==> src/rtl/sto_pkg.sv <==
// sto_pkg: shared types and sizing helpers for the STO sequencer.
//   sto_state_e : sequencer state encoding
//   sto_w(n)    : bit width needed to index n items, never below 1
//   CH_W, SYM_W : index widths for the default build (2 channels, 4 symbols)
package sto_pkg;

    typedef enum logic [2:0] {
        ST_IDLE    = 3'd0,
        ST_CLR     = 3'd1,
        ST_PRIME   = 3'd2,
        ST_ACCUM   = 3'd3,
        ST_SYM_END = 3'd4,
        ST_CALC    = 3'd5,
        ST_DONE    = 3'd6
    } sto_state_e;

    function automatic int unsigned sto_w(input int unsigned n);
        return (n < 2) ? 1 : $clog2(n);
    endfunction

    localparam int unsigned CH_W  = sto_w(2);
    localparam int unsigned SYM_W = sto_w(4);

endpackage

==> src/rtl/sto_ch_pick.sv <==
// sto_ch_pick: finds the lowest set mask bit strictly above idx.
// With from_start=1 idx is treated as -1, which yields the lowest set bit.
// Ports:
//   mask       in  N_CH     channel mask
//   idx        in  CH_BITS  current channel index
//   from_start in  1        ignore idx and search from bit 0
//   nxt        out CH_BITS  selected channel (0 when none)
//   vld        out 1        a channel was found
module sto_ch_pick
    import sto_pkg::*;
#(
    parameter int unsigned N_CH    = 2,
    parameter int unsigned CH_BITS = sto_w(N_CH)
) (
    input  logic [N_CH-1:0]    mask,
    input  logic [CH_BITS-1:0] idx,
    input  logic               from_start,
    output logic [CH_BITS-1:0] nxt,
    output logic               vld
);

    // Scan from the top down so the lowest qualifying bit is the last write.
    always_comb begin
        nxt = '0;
        vld = 1'b0;
        for (int i = N_CH - 1; i >= 0; i--) begin
            if (mask[i] && (from_start || (i > int'(idx)))) begin
                nxt = CH_BITS'(i);
                vld = 1'b1;
            end
        end
    end

endmodule

==> src/rtl/sto_seq_ctrl.sv <==
// sto_seq_ctrl: sequencer for the sample-timing-offset estimation datapath.
// For every channel set in the latched mask it clears the accumulator and
// matched filter, primes the pipeline, accumulates N_SYM symbols of SYM_LEN
// samples and then hands the channel to the STO-calc stage.
// Ports:
//   clk, reset             clock; asynchronous active-low reset
//   go, abort              start request (IDLE only); terminate the run
//   ch_mask                channels to process, latched when go is accepted
//   smp_valid, calc_ready  front-end sample strobe; calc-stage ready
//   cnt_start              start pulse for the downstream sample counter
//   accu_rst, accu_ld      accumulator clear / load
//   mf_rst, mf_ld          matched-filter clear / load
//   ch_sel, sym_idx        active channel, current symbol
//   sto_calc_en            STO-calc enable
//   busy, done, err        run status; done/err are one-cycle pulses
//   dbg_state              current sequencer state
//
// calc handshake: sto_calc_en stays high for the whole CALC state. A cycle in
// which sto_calc_en and calc_ready are both high hands the channel over; the
// sequencer leaves CALC on the next edge. calc_ready is ignored otherwise.
module sto_seq_ctrl
    import sto_pkg::*;
#(
    parameter int unsigned SYM_LEN   = 80,
    parameter int unsigned N_SYM     = 4,
    parameter int unsigned N_CH      = 2,
    parameter int unsigned PRIME_CYC = 2,
    parameter int unsigned CALC_TO   = 255,
    localparam int unsigned CH_BITS  = sto_w(N_CH),
    localparam int unsigned SYM_BITS = sto_w(N_SYM)
) (
    input  logic                clk,
    input  logic                reset,
    input  logic                go,
    input  logic                abort,
    input  logic [N_CH-1:0]     ch_mask,
    input  logic                smp_valid,
    input  logic                calc_ready,
    output logic                cnt_start,
    output logic                accu_rst,
    output logic                accu_ld,
    output logic                mf_rst,
    output logic                mf_ld,
    output logic [CH_BITS-1:0]  ch_sel,
    output logic [SYM_BITS-1:0] sym_idx,
    output logic                sto_calc_en,
    output logic                busy,
    output logic                done,
    output logic                err,
    output sto_state_e          dbg_state
);

    localparam int unsigned SMP_BITS = sto_w(SYM_LEN);
    localparam int unsigned PR_BITS  = sto_w(PRIME_CYC);
    localparam int unsigned TO_BITS  = sto_w(CALC_TO);

    localparam logic [SMP_BITS-1:0] SMP_LAST = SMP_BITS'(SYM_LEN - 1);
    localparam logic [SYM_BITS-1:0] SYM_LAST = SYM_BITS'(N_SYM - 1);
    localparam logic [PR_BITS-1:0]  PR_LAST  = PR_BITS'(PRIME_CYC - 1);
    localparam logic [TO_BITS-1:0]  TO_LAST  = TO_BITS'(CALC_TO - 1);

    sto_state_e          state_q, state_d;
    logic [N_CH-1:0]     mask_q;
    logic [CH_BITS-1:0]  ch_sel_q;
    logic [SMP_BITS-1:0] smp_cnt;
    logic [SYM_BITS-1:0] sym_cnt;
    logic [PR_BITS-1:0]  pr_cnt;
    logic [TO_BITS-1:0]  to_cnt;
    logic                err_q, err_set;

    logic                in_idle;
    logic [N_CH-1:0]     pick_mask;
    logic [CH_BITS-1:0]  pick_nxt;
    logic                pick_vld;

    // One picker serves both the initial lowest-bit search (IDLE, live mask)
    // and the next-channel search after a calc handover (latched mask).
    assign in_idle   = (state_q == ST_IDLE);
    assign pick_mask = in_idle ? ch_mask : mask_q;

    sto_ch_pick #(
        .N_CH    (N_CH),
        .CH_BITS (CH_BITS)
    ) u_pick (
        .mask       (pick_mask),
        .idx        (ch_sel_q),
        .from_start (in_idle),
        .nxt        (pick_nxt),
        .vld        (pick_vld)
    );

    // Next-state logic; err_set marks transitions that end in an error pulse.
    always_comb begin
        state_d = state_q;
        err_set = 1'b0;
        case (state_q)
            ST_IDLE: begin
                if (go) begin
                    if (pick_vld) state_d = ST_CLR;
                    else          err_set = 1'b1;
                end
            end
            ST_CLR:   state_d = ST_PRIME;
            ST_PRIME: if (pr_cnt == PR_LAST) state_d = ST_ACCUM;
            ST_ACCUM: if (smp_valid && (smp_cnt == SMP_LAST)) state_d = ST_SYM_END;
            ST_SYM_END: state_d = (sym_cnt == SYM_LAST) ? ST_CALC : ST_ACCUM;
            ST_CALC: begin
                if (calc_ready) begin
                    state_d = pick_vld ? ST_CLR : ST_DONE;
                end else if (to_cnt == TO_LAST) begin
                    state_d = ST_DONE;
                    err_set = 1'b1;
                end
            end
            ST_DONE:  state_d = ST_IDLE;
            default:  state_d = ST_IDLE;
        endcase
        // abort overrides every other transition while a run is active
        if (abort && (state_q != ST_IDLE) && (state_q != ST_DONE)) begin
            state_d = ST_DONE;
            err_set = 1'b1;
        end
    end

    // Moore output decode; accu_ld is the only output qualified by an input.
    always_comb begin
        cnt_start   = 1'b0;
        accu_rst    = 1'b0;
        accu_ld     = 1'b0;
        mf_rst      = 1'b0;
        mf_ld       = 1'b0;
        sto_calc_en = 1'b0;
        busy        = 1'b1;
        done        = 1'b0;
        case (state_q)
            ST_IDLE:    busy = 1'b0;
            ST_CLR: begin
                accu_rst = 1'b1;
                mf_rst   = 1'b1;
            end
            ST_PRIME: begin
                accu_rst  = 1'b1;
                cnt_start = (pr_cnt == '0);
            end
            ST_ACCUM:   accu_ld = smp_valid;
            ST_SYM_END: begin
                mf_ld    = 1'b1;
                accu_rst = 1'b1;
            end
            ST_CALC:    sto_calc_en = 1'b1;
            ST_DONE: begin
                busy = 1'b0;
                done = 1'b1;
            end
            default:    busy = 1'b0;
        endcase
    end

    assign ch_sel    = ch_sel_q;
    assign sym_idx   = sym_cnt;
    assign err       = err_q;
    assign dbg_state = state_q;

    always_ff @(posedge clk or negedge reset) begin
        if (!reset) begin
            state_q  <= ST_IDLE;
            err_q    <= 1'b0;
            mask_q   <= '0;
            ch_sel_q <= '0;
        end else begin
            state_q <= state_d;
            err_q   <= err_set;
            if (in_idle && (state_d == ST_CLR)) mask_q <= ch_mask;
            // every entry into CLR starts a channel: the picker already
            // holds the right index for either entry path
            if ((state_d == ST_CLR) && pick_vld) ch_sel_q <= pick_nxt;
        end
    end

    // Counters restart on every CLR entry and are parked at zero outside a run.
    always_ff @(posedge clk or negedge reset) begin
        if (!reset) begin
            smp_cnt <= '0;
            sym_cnt <= '0;
            pr_cnt  <= '0;
            to_cnt  <= '0;
        end else if ((state_d == ST_CLR) || (state_d == ST_IDLE) || (state_d == ST_DONE)) begin
            smp_cnt <= '0;
            sym_cnt <= '0;
            pr_cnt  <= '0;
            to_cnt  <= '0;
        end else begin
            case (state_q)
                ST_PRIME: pr_cnt <= pr_cnt + 1'b1;
                ST_ACCUM: begin
                    if (smp_valid) smp_cnt <= (smp_cnt == SMP_LAST) ? '0 : smp_cnt + 1'b1;
                end
                ST_SYM_END: begin
                    smp_cnt <= '0;
                    if (sym_cnt != SYM_LAST) sym_cnt <= sym_cnt + 1'b1;
                end
                ST_CALC:  to_cnt <= to_cnt + 1'b1;
                default: ;
            endcase
        end
    end

endmodule

==> config.mk <==
export PLATFORM = sky130hd
export DESIGN_NAME = sto_seq_ctrl
export DESIGN_NICKNAME = d
export VERILOG_FILES = /design/src/rtl/sto_pkg.sv /design/src/rtl/sto_ch_pick.sv /design/src/rtl/sto_seq_ctrl.sv
export SDC_FILE = /design/constraint.sdc
export NUM_CORES = 1
export LEC_CHECK = 0
export BUFFER_PORTS_ARGS = -buffer_cell sky130_fd_sc_hd__buf_2
export CAP_MARGIN = 25
export CORE_UTILIZATION = 50
export DETAILED_ROUTE_END_ITERATION = 16
export PLACE_DENSITY_LB_ADDON = 0.08
export SLEW_MARGIN = 5
export SYNTH_ARGS = -nofsm -noshare
export SYNTH_HDL_FRONTEND = slang
export SYNTH_SLANG_ARGS = --single-unit
==> constraint.sdc <==
create_clock -name clk -period 1.8 [get_ports clk]
set_input_delay 0.18 -clock clk [delete_from_list [all_inputs] [get_ports clk]]
set_output_delay 0.18 -clock clk [all_outputs]
set_load 0.005 [all_outputs]
==> impl_metrics.yaml <==
detailed_routing:
  first_pass_detailed_route_iteration_total: 4
  drtIter0Drc: 46
  wl_per_cell_um: 13.36
  via_per_inst: 5.269
  drt_wl_total_um: 3234
  drt.antenna.violating_nets: 0
  met2RoutedLength_um: 1549
  route.met3.wl_um: 101
  top_signal_layer_used: "met4"
  detail_route.drc_violations: 0
  via_count: 1275
  wl_met1_um: 1525
synthesis:
  portion_of_the_post_synthesis_area_used_by_sequential_elements_pct: 41.13
  postSynthAreaPerCell_um2: 9.734
  postSynthRegisterBits: 24
  ys_async_sr_fraction_pct: 100.0
  synth_enable_flop_cells: 0
  main_area_contributors_after_synthesis: "dfrtp_1 41%, nor2_1 5.1%, xnor2_1 3.6%, xor2_1 3.6%, ha_1 3.4%"
  post_synth_num_cell_types: 43
  postSynthCellCount: 150
  synth.yosys.warnings: 0
  mappedNetlistNets: 162
  most_frequently_used_flop_master_after_synthesis: "dfrtp_1"
  share_of_the_synthesized_area_in_the_top_cell_type_pct: 41.13
  mappedNetlistArea_mm2: 0.001460
  netlist.top_cell.by_area: "dfrtp_1"
clocking:
  numCtsBuffers: 3
  clk_pin_slew_worst_paths_ps: 130
  ctsLongestPathBuffers: 2
  cts_sinks: 24
  tritoncts: "done"
  worst_skew_pair_later_pin_latency_ps: 320
  clockRootBuffer: "clkbuf_4"
  h-tree-depth: 1
sta:
  clock-skew-final_ps: 2.118
  final-setup-viol-count: 20
  fin_crit_ps: 1898
  fmax_ghz: 0.5267
  rsz0062_at_grt: "yes"
  finalMaxSlewViolations: 0
  finalHoldViolCount: 0
  relSlewSlack_pct: 64.90
  fin_ws_ps: -98.49
  final_worst_path_period_share_pct: 105.5
  timing.setup.tns_ps: -826.2
  worst-slew-pin-transition_ps: 526.5
critical_path:
  critical_path_peak_fanout: 3
  cp-start-kind: "flop"
  arrival_ps: 2170
  reg2regPathDepth: 7
  critical_path_class: "flop to flop"
  cp_cell_sequence: "ha_2 -> and4b_4 -> a221o_1 -> a21oi_2 -> buf_4 -> and4b_1 -> o21a_1"
  critical-path-max-stage-delay_ps: 410
  crit_path_top_delay_cell: "dfrtp_1"
  worst_setup_path_end_kind: "flop"
  critPathRequiredTime_ps: 2070
run:
  max_cap_viol_count: 0
floorplan:
  die_area_mm2: 0.003140
  initial_core_util_pct: 52.95
  top_level_ports: 23
  rows: 19
  core_area_mm2: 0.002758
  die-height_um: 56.04
  die_w_um: 56.04
placement:
  post-dp-hpwl_um: 2341
  postPlaceCellArea_mm2: 0.001819
  placed_cells_incl_taps: 230
  place_congestion: 0.8504
  io_buffers: 22
layout:
  postLayoutCellArea_mm2: 0.001976
  post_layout_nonfiller_instances: 242
  final_core_util_pct: 71.64
  mostFrequentLayoutCells: "37 x buf_4, 23 x dfrtp_1, 22 x buf_2, 20 x nor2_1"
  layout-drive-gt1-share_pct: 40.76
  num_antenna_cells: 0
  layout_commonest_cell: "buf_4"
  flow.area_growth_from_synthesis_pct: 35.30
  nets: 224
global_routing:
  grt_antenna_before_repair: 0
  grt-ovfl-total: 0
  first_global_vias: 1261
  grt_start_max_net_pins: 25
  global_route.usage.total_pct: 21.74
  first_pass_grt_wire_length_um: 5382
hold_path:
  timing.hold.worst_path_depth: 2
  hp-class: "primary input to flop"
power:
  power_per_cell_area_mw_per_mm2: 1209
  leakage_power_total_nw: 0.9322
  vdd_ir_drop_max_mv: 1.092
outcome:
  failed_checks: "negative setup slack"
  outcome: "finished, violations left"
[power breakdown]
| part | leakage, nW | switching (mW) | internal (mW) |
|---|---|---|---|
| sequential | 0.323 | 0.0783 | 0.626 |
| clock | 0.0210 | 0.166 | 0.124 |
| combinational | 0.588 | 0.672 | 0.722 |
[cells in the mapped netlist (5+ instances only)]
cell / number
dfrtp_1: 24
nand3b_1: 5
nand3_1: 8
nor2_1: 20
mux2i_1: 5
xnor2_1: 6
xor2_1: 6
nand2_1: 8
nor3_1: 9
[sequential cells by signal, summed over array words and instances (netlist names)]
name / count
ch_sel: 1
dbg_state: 3
err: 1
mask_q: 1
pr_cnt: 1
smp_cnt: 7
sym_idx: 2
to_cnt: 8
[timing repair]
item	CTS	global route
hold endpoints to repair	24	0
pin swaps	4	1
hold buffers	1	0
setup endpoints to repair	19	22
setup buffers	4	4
gates resized for setup	8	2
[kinds of logic (layout without fill, tap and decap cells)]
| kind of cell | Yosys count | after routing | synth area share, % |
|---|---|---|---|
| compound gates | 18 | 18 | 9.085 |
| xor+xnor | 12 | 12 | 7.198 |
| fa+ha+maj | 4 | 4 | 3.428 |
| buf+inv | 10 | 71 | 4.198 |
| flops | 24 | 24 | 41.13 |
| mux | 9 | 9 | 7.283 |
| simple gates | 73 | 73 | 27.68 |
[final timing paths]
path,end,slack (ps),from
min in group asynchronous,mask_q[1],360,reset
setup reg to reg,ch_sel,-100,smp_cnt[0]
hold / removal,mask_q[1],120,ch_mask[1]
hold reg to reg,mask_q[1],540,mask_q[1]
setup / recovery,ch_sel,-100,smp_cnt[0]
max in group asynchronous,dbg_state[0],1060,reset
[layout make-up]
class | instances | area, um2
Fill cell | 226 | 782.0
Sequential cell | 24 | 601.8
Clock buffer | 4 | 36.28
Inverter | 5 | 18.77
Tap cell | 31 | 38.79
Timing Repair Buffer | 62 | 437.9
Multi-Input combinational cell | 116 | 842.1
[per-layer routing]
| layer | global-route usage [%] | vias up |
|---|---|---|
| met5 | 0 | - |
| met4 | 9.059 | 0 |
| met3 | 2.326 | 6 |
| met2 | 37.07 | 22 |
| met1 | 28.12 | 599 |
| li1 | - | 648 |
[metrics by stage]
stage               hold slack (ps)  total power, mW  setup WS [ps]
finish                        116.3            2.389         -98.49
detailed placement            196.5            1.896         -243.4
global route                  117.4            2.546         -181.6
floorplan                    -115.6            1.459          10.08
global placement              192.1            1.878         -170.1
CTS                           112.8            2.329         -114.0
[worst max-delay path: cells and delay by family (launching register included)]
kind	cells	cell delay (ps)
AOI/OAI and AO/OA	3	660
adders and majority gates	1	200
and+or+nand+nor	2	420
DFF	1	410
buffers and inverters	1	150
Power figures use the tool's default switching activity.
